## src/rtl/usb_eop_fsm.sv

```systemverilog
// USB receive-path line-state tracker: samples D+/D- on each bit strobe, measures
// SE0 run length and reports valid EOPs, malformed SE0 terminations and bus reset.
module usb_eop_fsm #(
    parameter int SE0_MIN_BITS = 2,
    parameter int SE0_MAX_BITS = 3,
    parameter int RESET_BITS   = 10,
    parameter bit LOW_SPEED    = 1'b0,
    localparam int CNT_W       = $clog2(RESET_BITS + 1)
) (
    input  logic clk,
    input  logic rst,
    input  logic d_plus,
    input  logic d_minus,
    input  logic shift_enable,
    output logic eop,
    output logic line_error,
    output logic se0_active,
    output logic bus_reset
);

    typedef enum logic [1:0] {
        LINE       = 2'd0,
        SE0_RUN    = 2'd1,
        RESET_HOLD = 2'd2
    } state_t;

    localparam logic [1:0] SYM_SE0 = 2'b00;
    localparam logic [1:0] SYM_SE1 = 2'b11;
    localparam logic [1:0] SYM_J   = LOW_SPEED ? 2'b01 : 2'b10;

    localparam logic [CNT_W-1:0] CNT_ONE   = CNT_W'(1);
    localparam logic [CNT_W-1:0] CNT_ZERO  = CNT_W'(0);
    localparam logic [CNT_W-1:0] CNT_MIN   = CNT_W'(SE0_MIN_BITS);
    localparam logic [CNT_W-1:0] CNT_MAX   = CNT_W'(SE0_MAX_BITS);
    localparam logic [CNT_W-1:0] CNT_RESET = CNT_W'(RESET_BITS);

    state_t           state_r, state_s;
    logic [CNT_W-1:0] cnt_r, cnt_s;
    logic             eop_r, eop_s;
    logic             line_error_r, line_error_s;
    logic             se0_active_r, se0_active_s;
    logic             bus_reset_r, bus_reset_s;

    logic [1:0] sym_s;
    logic       is_se0_s, is_se1_s, is_j_s;

    assign sym_s    = {d_plus, d_minus};
    assign is_se0_s = (sym_s == SYM_SE0);
    assign is_se1_s = (sym_s == SYM_SE1);
    assign is_j_s   = (sym_s == SYM_J);

    // Next-state and next-output decode; only evaluated on a bit strobe.
    always_comb begin
        state_s      = state_r;
        cnt_s        = cnt_r;
        eop_s        = 1'b0;
        line_error_s = 1'b0;
        se0_active_s = se0_active_r;
        bus_reset_s  = bus_reset_r;
        if (shift_enable) begin
            se0_active_s = is_se0_s;
            case (state_r)
                LINE: begin
                    if (is_se0_s) begin
                        cnt_s   = CNT_ONE;
                        state_s = SE0_RUN;
                    end else if (is_se1_s) begin
                        line_error_s = 1'b1;
                    end else begin
                        state_s = LINE;
                    end
                end
                SE0_RUN: begin
                    if (is_se0_s) begin
                        cnt_s = cnt_r + CNT_ONE;
                        if ((cnt_r + CNT_ONE) == CNT_RESET) begin
                            bus_reset_s = 1'b1;
                            state_s     = RESET_HOLD;
                        end else begin
                            state_s = SE0_RUN;
                        end
                    end else begin
                        // J ends a run cleanly only when its length is in range.
                        if (is_j_s && (cnt_r >= CNT_MIN) && (cnt_r <= CNT_MAX)) begin
                            eop_s = 1'b1;
                        end else begin
                            line_error_s = 1'b1;
                        end
                        cnt_s   = CNT_ZERO;
                        state_s = LINE;
                    end
                end
                RESET_HOLD: begin
                    if (is_se0_s) begin
                        cnt_s       = CNT_RESET;
                        bus_reset_s = 1'b1;
                    end else begin
                        cnt_s       = CNT_ZERO;
                        bus_reset_s = 1'b0;
                        state_s     = LINE;
                    end
                end
                default: begin
                    cnt_s       = CNT_ZERO;
                    bus_reset_s = 1'b0;
                    state_s     = LINE;
                end
            endcase
        end else begin
            state_s = state_r;
        end
    end

    // State, run counter and registered outputs.
    always_ff @(posedge clk or posedge rst) begin
        if (rst) begin
            state_r      <= LINE;
            cnt_r        <= CNT_ZERO;
            eop_r        <= 1'b0;
            line_error_r <= 1'b0;
            se0_active_r <= 1'b0;
            bus_reset_r  <= 1'b0;
        end else begin
            state_r      <= state_s;
            cnt_r        <= cnt_s;
            eop_r        <= eop_s;
            line_error_r <= line_error_s;
            se0_active_r <= se0_active_s;
            bus_reset_r  <= bus_reset_s;
        end
    end

    assign eop        = eop_r;
    assign line_error = line_error_r;
    assign se0_active = se0_active_r;
    assign bus_reset  = bus_reset_r;

endmodule

```

## config.mk

```make
export PLATFORM = sky130hd
export DESIGN_NAME = usb_eop_fsm
export DESIGN_NICKNAME = d
export VERILOG_FILES = /design/src/rtl/usb_eop_fsm.sv
export SDC_FILE = /design/constraint.sdc
export NUM_CORES = 1
export LEC_CHECK = 0
export ABC_AREA = 1
export CAP_MARGIN = 30
export CELL_PAD_IN_SITES_DETAIL_PLACEMENT = 0
export CELL_PAD_IN_SITES_GLOBAL_PLACEMENT = 1
export CORE_ASPECT_RATIO = 1.25
export CORE_MARGIN = 5
export CORE_UTILIZATION = 42
export CTS_CLUSTER_SIZE = 12
export DETAILED_ROUTE_END_ITERATION = 7
export PLACE_DENSITY_LB_ADDON = 0.1
export SLEW_MARGIN = 20
export SYNTH_ARGS = -nofsm -noshare
export SYNTH_HDL_FRONTEND = slang
export SYNTH_SLANG_ARGS = --single-unit
```

## constraint.sdc

```tcl
create_clock -name clk -period 2.32 [get_ports clk]
set_input_delay 0.232 -clock clk [delete_from_list [all_inputs] [get_ports clk]]
set_output_delay 0.232 -clock clk [all_outputs]
set_load 0.02 [all_outputs]
```

## Word-level counts from Yosys, hierarchy flattened

Index checks and enable logic that the tools add are counted.

| storage, ports and cells | value |
|---|---|
| register bits after elaboration | 10 |
| bits of input ports | 5 |
| output and inout bits | 4 |
| word-level logic and storage cells | 51 |

| cells by class | value |
|---|---|
| $add $sub $neg | 1 |
| $lt $le $gt $ge | 2 |
| equal/unequal tests | 10 |
| multiplexer cells | 24 |
| bitwise gates (word level) | 1 |
| reductions and logical operators | 7 |

Operator list:

| kind | count |
|---|---|
| $mux W1 | 12 |
| $mux W4 | 3 |
| $pmux W4 S3 | 1 |
| $mux W2 | 5 |
| $ne A2 B2 Y1 const B | 4 |
| $eq A2 B2 Y1 const B | 3 |
| $pmux W2 S3 | 1 |
| $add A4 B1 Y4 const B | 1 |
| $eq A4 B4 Y1 const B | 1 |
| $ge A4 B2 Y1 const B | 1 |
| $le A4 B2 Y1 const B | 1 |
| $logic_not A2 Y1 | 2 |
| $reduce_and A4 Y1 | 1 |
| $ne A3 B3 Y1 const B | 1 |
| $pmux W1 S3 | 1 |
| $reduce_and A3 Y1 | 1 |
| $eq A2 B1 Y1 const B | 1 |
| $logic_and A1 B1 Y1 | 2 |
| $pmux W1 S2 | 1 |
| $reduce_and A2 Y1 | 1 |
| $not A1 Y1 | 1 |

## Longest topological paths before layout

Gate-level depths: netlist (run 1).

| logic depth | value |
|---|---|
| word-level depth | 7 |
| mapped depth | 10 |

## Worst setup path before layout (run 1)

Ideal clock, no wire load.

| path | value |
|---|---|
| path kind | register to register |
| from | register state_r[0] |
| to | register cnt_r[3] |
| library setup time | 0.132 ns |
| arrival time | 1.148 ns |
| data required time | 2.188 ns |
| setup slack | 1.040 ns |
| cell stages (with the launch flop) | 8 |
| buffers on the path | 0 |
| cells stage by stage | dfrtp_1 > inv_1 > ha_1 > inv_1 > nor2_4 > nor2_8 > nand4_1 > o211ai_1 |

| on the way | value |
|---|---|
| longest elaborated chain between the ends | 3 |

Ends and longest elaborated chain:

| element | RTL line | source |
|---|---|---|
| from (decl) | 37 | `state_t state_r, state_s;` |
| from (signal assigned) | 124 | `state_r <= state_s;` |
| $logic_not A2 Y1 | 62 | `case (state_r)` |
| $ne A2 B2 Y1 (no line) | n/a |  |
| $reduce_and A2 Y1 (no line) | n/a |  |
| to (signal assigned) | 125 | `cnt_r <= cnt_s;` |
| to (decl) | 38 | `logic [CNT_W-1:0] cnt_r, cnt_s;` |

Several ways; a longest one is shown, not always the timed one.
A chain may end at the register's enable or synchronous reset.

## Worst setup path in the final report (run 1)

| path | value |
|---|---|
| from | register bus_reset_r, in the netlist bus_reset |
| to | output bus_reset |

RTL lines:

| element | RTL line | source |
|---|---|---|
| from (decl) | 42 | `logic bus_reset_r, bus_reset_s;` |
| from (signal assigned) | 129 | `bus_reset_r <= bus_reset_s;` |
| to (decl) | 18 | `output logic bus_reset` |

No word-level cell between the ends.

==> results.yml, run 1 <==
worst_setup_path:
  startpoint_type: "register"
  critPathMaxStageDelay_ps: 600
  crit_buf_inv: 1
  cp_slowest_cell: "clkdlybuf4s50_1"
  worstPathArrival_ps: 1210
  end_kind: "output pin"
  crit_required_ps: 2090
  crit_fanout: 2
  path_cells: "clkdlybuf4s50_1"
  critical_path_class: "reg2out"
  crit_family: "buffers and inverters"
die:
  rows: 16
  ios: 9
  die-height_um: 55.6
  die_w_um: 46.5
  core_area_um2: 1580
  dieArea_um2: 2580
  start_util_pct: 44.1
logic_synthesis:
  synth_top_area_share_pct: 35.8
  synth_nets: 97
  synth_compound_area_share_pct: 10.0
  yosysSeqAreaShare_pct: 35.8
  synth_most_common_cell: "nand2_1"
  synth_top_family_by_area: "simple AND/OR/NAND/NOR gates"
  synthMuxAreaShare_pct: 0
  synth_flop_cell: "dfrtp_1"
  synth_area_per_cell_um2: 8.21
  yosys.area_share.xor_xnor_pct: 0
  synth_area_leaders: "dfrtp_1 36%, ha_1 13%, nand2_1 11%"
  synth-seq-cells: 10
  yosysTopAreaCell: "dfrtp_1"
  ys_top_cells_by_count: "20 x nand2_1, 15 x inv_1, 10 x dfrtp_1, 7 x ha_1, 6 x nand3_1"
  yosys_warnings: 0
  syn_area_um2: 698
  synth_cell_types: 20
  synthArstFlopShare_pct: 100
  synth_simple_gate_area_share_pct: 32.4
  synthCells: 85
  synth-edff-count: 0
  synth_fa_ha_area_share_pct: 12.5
placed_design:
  dpl.hpwl_mm: 1.17
  gp_congestion: 0.918
  port_buffers: 8
  placed_area_um2: 801
  dp.cells: 111
  place_ws_ps: 797
clock_tree:
  cts_setup_buffers: 0
  cts_buffers: 3
  clock-sinks: 10
  cts_root_buffer: "clkbuf_4"
  h-tree-depth: 1
  hold_buffers: 0
  cts_tree: "built"
  cts_buffer_depth: 2
  cts_resized: 0
  path_clk_slew_ps: 70
  insertion_delay_ps: 270
power:
  max-vdd-ir-drop_mv: 0.245
  cellLeakagePower_nw: 0.398
  power_density_nw_per_um2: 572
  finalPower_uw: 479
layout:
  nNetsFinal: 110
  stdcell_area_um2: 837
  ff_latch_area_um2: 250
  stdcell_count: 115
  num_antenna_cells: 0
  area_delta_synth_final_pct: 19.9
  fillers: 158
  multi_input_area_um2: 384
  drive_above_1_share_pct: 14.4
timing:
  setup_violations: 0
  hold_viol_final: 0
  rsz0062_at_grt: "false"
  fmax_ghz: 0.692
  fin_setup_tns_ps: 0
  maxSlewHeadroom_pct: 73.2
  worst_pin_slew_ps: 402
  clock_skew_ps: 0.539
  timing.final.crit_share_pct: 62.3
  worst_slack_ps: 875
  slew_viol_final: 0
  min_period_ps: 1440
grt:
  grt_pass1_wl_mm: 2.57
  grt_start_max_net_pins: 11
  grt_overflow: 0
  grt_util_all_layers_pct: 13.3
  antenna_found_initial: 0
  grt_pass1_vias: 603
hold_path:
  hold_path.class: "in2async"
drt:
  wl_mm: 1.40
  first_pass_iters: 4
  ant_nets: 0
  wl_per_cell_um: 12.2
  num_vias: 577
  drt-initial-drc-count: 6
  route.detailed.vias_per_inst: 5.02
  drc: 0
run:
  drv_cap: 0
run_status:
  status: "completed"
layer usage:
metal,track usage (%),vias up,wire length (µm)
li1,-,300,-
met1,16.8,265,577
met2,21.3,7,752
met3,2.27,5,40
met4,6.10,0,29
met5,0,-,0
state kept, by name, indices dropped and copies added, names as in the netlist:
| signal | cells |
|---|---|
| bus_reset | 1 |
| cnt_r | 4 |
| eop | 1 |
| line_error | 1 |
| se0_active | 1 |
| state_r | 2 |
worst reg2reg max path: stages, from the launching register on:
cell,delay [ps]
dfrtp_1,420
inv_1,90
ha_1,230
inv_1,120
nor2_4,170
nor2_8,50
nand4_1,110
o211ai_1,100
path summary, 6_finish.rpt:
path	startpoint	end	slack, ps	depth (start not counted)
max	bus_reset	bus_reset	880	1
min	rst	line_error	250	2
max reg2reg	state_r[0]	cnt_r[3]	900	7
min reg2reg	bus_reset	bus_reset	480	2
max in group asynchronous	rst	cnt_r[0]	1790	2
min in group clk	bus_reset	bus_reset	480	2
power by group:
group	switching (mW)	total, mW	internal, mW	leakage [nW]
sequential	0.0171	0.204	0.187	0.135
combinational	0.0674	0.114	0.0468	0.243
clock	0.0649	0.160	0.0954	0.0210
total	0.149	0.479	0.329	0.398
placed cells by master, fill, tap and decap left out:
cell,count
a21boi_1,1
a21oi_1,1
clkbuf_4,3
clkbuf_8,1
clkdlybuf4s50_1,8
dfrtp_1,10
ha_1,7
inv_1,15
inv_2,2
nand2_1,20
nand3_1,6
nand3_2,1
nand4_1,5
nor2_1,4
nor2_2,1
nor2_4,3
nor2_8,1
nor3_1,1
o2111ai_1,1
o211ai_1,1
o211ai_2,2
o21ai_0,2
o22ai_1,1
area by class of cell:
class | instances | area share (%)
inverters | 17 | 7.62
multi-input cells | 58 | 45.9
flip-flops and latches | 10 | 29.9
well taps | 18 | 2.69
clock buffers | 4 | 4.33
repair buffers | 8 | 9.57
per-stage QoR:
| step | utilization [%] | hold WS (ps) |
|---|---|---|
| after floorplan | - | 72.2 |
| after global placement | 50.6 | 456 |
| after detailed placement | 50.6 | 468 |
| after CTS | 52.9 | 265 |
| after global routing | 52.9 | 300 |
| final | 52.9 | 248 |
kinds of logic after synthesis:
kind of cell | count (synthesis)
AO/OA/AOI/OAI | 9
flip-flops | 10
adder cells (fa/ha/maj) | 7
buffers and inverters | 17
AND/OR/NAND/NOR | 42
(Power assumes the default switching activity.)
==> inputs of run 2 (changes only) <==
--- a/config.mk
+++ b/config.mk
@@ -11,7 +11,7 @@
 export CELL_PAD_IN_SITES_GLOBAL_PLACEMENT = 1
 export CORE_ASPECT_RATIO = 1.25
 export CORE_MARGIN = 5
-export CORE_UTILIZATION = 42
+export CORE_UTILIZATION = 35
 export CTS_CLUSTER_SIZE = 12
 export DETAILED_ROUTE_END_ITERATION = 7
 export PLACE_DENSITY_LB_ADDON = 0.1
==> constraint.sdc (replaced) <==
create_clock -name clk -period 1.24 [get_ports clk]
set_input_delay 0.124 -clock clk [delete_from_list [all_inputs] [get_ports clk]]
set_output_delay 0.124 -clock clk [all_outputs]
set_load 0.02 [all_outputs]
==> run 2 against run 1 <==
  * The run now ends with setup timing left
  * Via count grew 12%
  * Design area grew 28%
  * Cell count grew 17%
  * Sequential share of layout area shrank 6.5 points
  * Combinational power grew to 3.3 times the previous value
  * Hold slack lost 120 ps
  * Power grew 120%
  * Setup slack lost 910 ps
  * Global-route usage shrank 1.1 points
  * Register-to-register slack lost 940 ps
  * Sequential cell count is the same
  * Critical path type is now reg2reg
==> results.yml, run 2 (same netlist as run 1, synthesis figures left out) <==
run_status:
  status: "finished, violations left"
  failed_checks: "setup timing"
clock_tree:
  h-tree-depth: 1
  clock-sinks: 10
  insertion_delay_ps: 270
  cts_tree: "built"
  hold_buffers: 0
  cts_root_buffer: "clkbuf_4"
  cts_buffers: 3
  path_clk_slew_ps: 80
  cts_buffer_depth: 2
timing:
  timing.final.crit_share_pct: 103
  setup_violations: 4
  fmax_ghz: 0.784
  fin_setup_tns_ps: -84.7
  hold_viol_final: 0
  worst_slack_ps: -35.8
  maxSlewHeadroom_pct: 72.8
  slew_viol_final: 0
  clock_skew_ps: 7.73
  min_period_ps: 1280
  worst_pin_slew_ps: 407
  rsz0062_at_grt: "true"
die:
  dieArea_um2: 2990
  start_util_pct: 36.0
  rows: 18
  core_area_um2: 1940
  ios: 9
  die-height_um: 59.9
  die_w_um: 49.9
power:
  cellLeakagePower_nw: 0.504
  p_int_uw: 708
  p_clk_share_pct: 29.1
  finalPower_mw: 1.04
  p_sw_share_pct: 32.1
  seqPwrFrac_pct: 35.2
  max-vdd-ir-drop_mv: 0.601
  switchingPower_uw: 334
  comb_power_share_pct: 35.7
  power_density_nw_per_um2: 970
placed_design:
  port_buffers: 8
  gp_congestion: 0.821
  dpl.hpwl_mm: 1.27
  dp.cells: 129
  placed_area_um2: 926
layout:
  drive_above_1_share_pct: 48.2
  final_core_util_pct: 55.4
  layout_commonest_cell: "buf_4"
  final_cell_mix: "17 x buf_4, 14 x nand2_1, 9 x dfrtp_1, 8 x inv_2, 8 x inv_1"
  num_antenna_cells: 0
  area_delta_synth_final_pct: 53.8
  stdcell_area_um2: 1070
  fillers: 195
  nNetsFinal: 127
  reg_top3: "cnt_r x4, state_r x2"
  largest_register: "cnt_r"
  largest_register_ffs: 4
  stdcell_count: 134
grt:
  grt_overflow: 0
  antenna_found_initial: 0
  grt_pass1_wl_mm: 2.75
  grt_util_all_layers_pct: 12.3
  grt_start_max_net_pins: 11
  grt_pass1_vias: 605
worst_setup_path:
  r2r_cells: 7
  crit_required_ps: 1390
  crit_fanout: 7
  critical_path_class: "reg2reg"
  end_kind: "register"
  worstPathArrival_ps: 1420
  startpoint_type: "register"
run:
  drv_cap: 0
drt:
  first_pass_iters: 4
  drt-initial-drc-count: 17
  ant_nets: 0
  drc: 0
  wl_mm: 1.63
  num_vias: 644
  wl_per_cell_um: 12.2
  route.detailed.vias_per_inst: 4.81
hold_path:
  hold_path.class: "in2async"
## run 2: what timing repair did
action | in CTS | in global routing
setup endpoints to repair | 12 | 9
buffers inserted | 0 | 1
resized for setup | 16 | 18
pin swaps | 1 | 9
## run 2: cell type report
cell class / count / area (µm²) / share of cell area [%]
flip-flops and latches: 10 / 251 / 23.4
repair buffers: 25 / 203 / 18.9
inverters: 17 / 66.3 / 6.18
well taps: 20 / 25.0 / 2.33
multi-input cells: 58 / 492 / 45.8
clock buffers: 4 / 36.3 / 3.38
## run 2: metal layers
metal / global-route usage, % / wire, µm
met1: 13.8 / 688
met2: 22.0 / 856
met4: 5.99 / 48
met5: 0 / 0
met3: 2.24 / 35
## run 2: critical path, cell delays in order, from the launching register on
cell and delay, ps:
dfrtp_2 440, inv_2 80, ha_4 160, inv_4 40, nor2_4 140, nor2_8 70
nand4_1 110, o211ai_1 100
## run 2: power groups by stage
stage | clock [mW] | sequential (mW) | combinational (mW)
after global placement | 0 | 0.370 | 0.316
after CTS | 0.310 | 0.364 | 0.328
after floorplan | 0 | 0.393 | 0.145
after global routing | 0.330 | 0.372 | 0.405
after detailed placement | 0 | 0.370 | 0.321
final | 0.303 | 0.367 | 0.372
## run 2: final timing paths
check	start	endpoint	slack, ps
min in group clk	bus_reset	bus_reset	480
min	rst	cnt_r[0]	130
max reg2reg	state_r[0]	cnt_r[3]	-40
max	state_r[0]	cnt_r[3]	-40
max in group asynchronous	rst	state_r[0]	800
min reg2reg	bus_reset	bus_reset	480
## run 2: per-stage QoR
step	hold WS [ps]	setup WS [ps]
global route	180	-120
floorplan	-35.8	-15.3
finish	130	-35.8
CTS	152	-67.9
detailed placement	444	-138
global placement	445	-136
==> inputs of run 3 (changes only) <==
--- a/config.mk
+++ b/config.mk
@@ -11,11 +11,10 @@
 export CELL_PAD_IN_SITES_GLOBAL_PLACEMENT = 1
 export CORE_ASPECT_RATIO = 1.25
 export CORE_MARGIN = 5
-export CORE_UTILIZATION = 35
+export CORE_UTILIZATION = 39
 export CTS_CLUSTER_SIZE = 12
 export DETAILED_ROUTE_END_ITERATION = 7
 export PLACE_DENSITY_LB_ADDON = 0.1
-export SLEW_MARGIN = 20
 export SYNTH_ARGS = -nofsm -noshare
 export SYNTH_HDL_FRONTEND = slang
 export SYNTH_SLANG_ARGS = --single-unit
==> constraint.sdc (replaced) <==
create_clock -name clk -period 1.3 [get_ports clk]
set_input_delay 0.13 -clock clk [delete_from_list [all_inputs] [get_ports clk]]
set_output_delay 0.13 -clock clk [all_outputs]
set_load 0.02 [all_outputs]
==> run 3 against run 2 <==
  * The flow now finishes without violations
  * Combinational power shrank 6.2%
  * Design area shrank 1.3%
  * Non-clock buffer count shrank 1
  * Utilization grew 5.3 points
  * Clock skew shrank 7.1 ps
  * Hold slack gained 12 ps
  * Cell count shrank 1.5%
  * Sequential share of layout area grew 0.19 points
  * Clock power shrank 1%
  * Register-to-register slack gained 50 ps
  * Critical endpoint is now line_error
==> results.yml, run 3 (same netlist as run 1, synthesis figures left out) <==
worst_setup_path:
  worstPathArrival_ps: 1490
  end_kind: "register"
  crit_fanout: 5
  startpoint_type: "register"
  crit_start: "cnt_r[1]"
  rrSetupSlack_ps: 10
  r2r-start: "cnt_r[1]"
  critical_path_class: "reg2reg"
  r2r_cells: 5
  crit_required_ps: 1500
timing:
  rsz0062_at_grt: "true"
  fmax_ghz: 0.777
  worst_slack_ps: 13.4
  setup_violations: 0
  min_period_ps: 1290
  clock_skew_ps: 0.666
  maxSlewHeadroom_pct: 71.9
  fin_setup_tns_ps: 0
  worst_pin_slew_ps: 421
  timing.final.crit_share_pct: 99.0
  slew_viol_final: 0
  hold_viol_final: 0
clock_tree:
  cts_root_buffer: "clkbuf_4"
  insertion_delay_ps: 280
  cts_buffer_depth: 2
  path_clk_slew_ps: 70
  cts_tree: "built"
  cts_buffers: 3
  clock-sinks: 10
  h-tree-depth: 1
placed_design:
  port_buffers: 8
  dpl.hpwl_mm: 1.27
  gp_congestion: 0.751
  place_ws_ps: -128
  placed_area_um2: 915
grt:
  grt_start_max_net_pins: 11
  grt_pass1_wl_mm: 2.71
  antenna_found_initial: 0
  grt_pass1_vias: 640
  grt_util_all_layers_pct: 14.0
  grt_overflow: 0
layout:
  stdcell_area_um2: 1060
  fillers: 170
  largest_register_ffs: 4
  nNetsFinal: 126
  reg_top3: "cnt_r x4, state_r x2"
  drive_above_1_share_pct: 41.6
  num_antenna_cells: 0
  layout_commonest_cell: "nand2_1"
  area_delta_synth_final_pct: 51.8
  largest_register: "cnt_r"
  final_cell_mix: "16 x nand2_1, 14 x buf_4, 11 x inv_1, 10 x dfrtp_1"
drt:
  drc: 0
  first_pass_iters: 4
  route.detailed.vias_per_inst: 4.85
  ant_nets: 0
  wl_per_cell_um: 12.4
  drt-initial-drc-count: 7
  num_vias: 640
  wl_mm: 1.63
die:
  dieArea_um2: 2740
  die-height_um: 57.3
  core_area_um2: 1740
  die_w_um: 47.8
  rows: 17
  start_util_pct: 40.0
  ios: 9
power:
  cellLeakagePower_nw: 0.518
  max-vdd-ir-drop_mv: 0.610
  power_density_nw_per_um2: 941
run:
  drv_cap: 0
run_status:
  status: "completed"
hold_path:
  hold_path.class: "in2async"
-- run 3: cell count changes in the layout (fill, tap and decap cells not counted), moves of 2 or more --
cell and delta:
buf_4 -3, buf_6 +2, inv_1 +3, inv_2 -3, nand2_1 +2, nand2_2 -3
-- run 3: where the power goes --
part	leakage [nW]	total, mW	internal [mW]	switching, mW
registers	0.135	0.349	0.334	0.0151
clock network	0.0210	0.299	0.171	0.129
logic	0.362	0.349	0.165	0.184
total	0.518	0.997	0.670	0.328
-- run 3: per-layer routing --
metal / vias to the layer above / part of all wire (%) / global-route usage, %
li1: 332 / - / -
met1: 297 / 42 / 17.2
met2: 6 / 53 / 22.3
met3: 5 / 1.8 / 1.89
met4: 0 / 2.4 / 7.69
met5: - / 0 / 0
-- run 3: final timing paths --
path / endpoint
min in group clk: bus_reset
max in group asynchronous: eop
hold reg to reg: bus_reset
setup / recovery: line_error
setup reg to reg: line_error
hold / removal: cnt_r[2]
-- run 3: stage by stage --
| step | hold WS, ps | power, mW | util (%) | std cells |
|---|---|---|---|---|
| final | 142 | 0.997 | 60.8 | 132 |
| after global routing | 183 | 1.06 | 60.8 | 132 |
| after CTS | 159 | 0.955 | 55.5 | 131 |
| after detailed placement | 453 | 0.653 | 52.4 | 127 |
| after global placement | 444 | 0.649 | 52.4 | 127 |
| after floorplan | -29.8 | 0.513 | - | 85 |
-- run 3: layout make-up --
class / instances / area [µm²] / share of cell area, %
timing repair buffer: 24 / 203 / 19.1
inverter: 17 / 66.3 / 6.26
clock buffer: 4 / 36.3 / 3.42
tap: 19 / 23.8 / 2.24
sequential: 10 / 250 / 23.6
multi-input combinational: 58 / 480 / 45.3
-- run 3: what timing repair did --
action / 4_1_cts / 5_1_grt
hold endpoints to repair: 0 / 0
endpoints found under the setup margin: 11 / 7
pin swaps: 3 / 6
gates resized for setup: 12 / 20
hold buffers: 0 / 0
buffers inserted: 0 / 1
-- run 3: worst max-delay path: stages, from the launching register on --
cell and delay [ps]:
dfrtp_1 400, buf_4 160, ha_1 180, o2111ai_1 240, nand2_1 80, a21oi_1 140
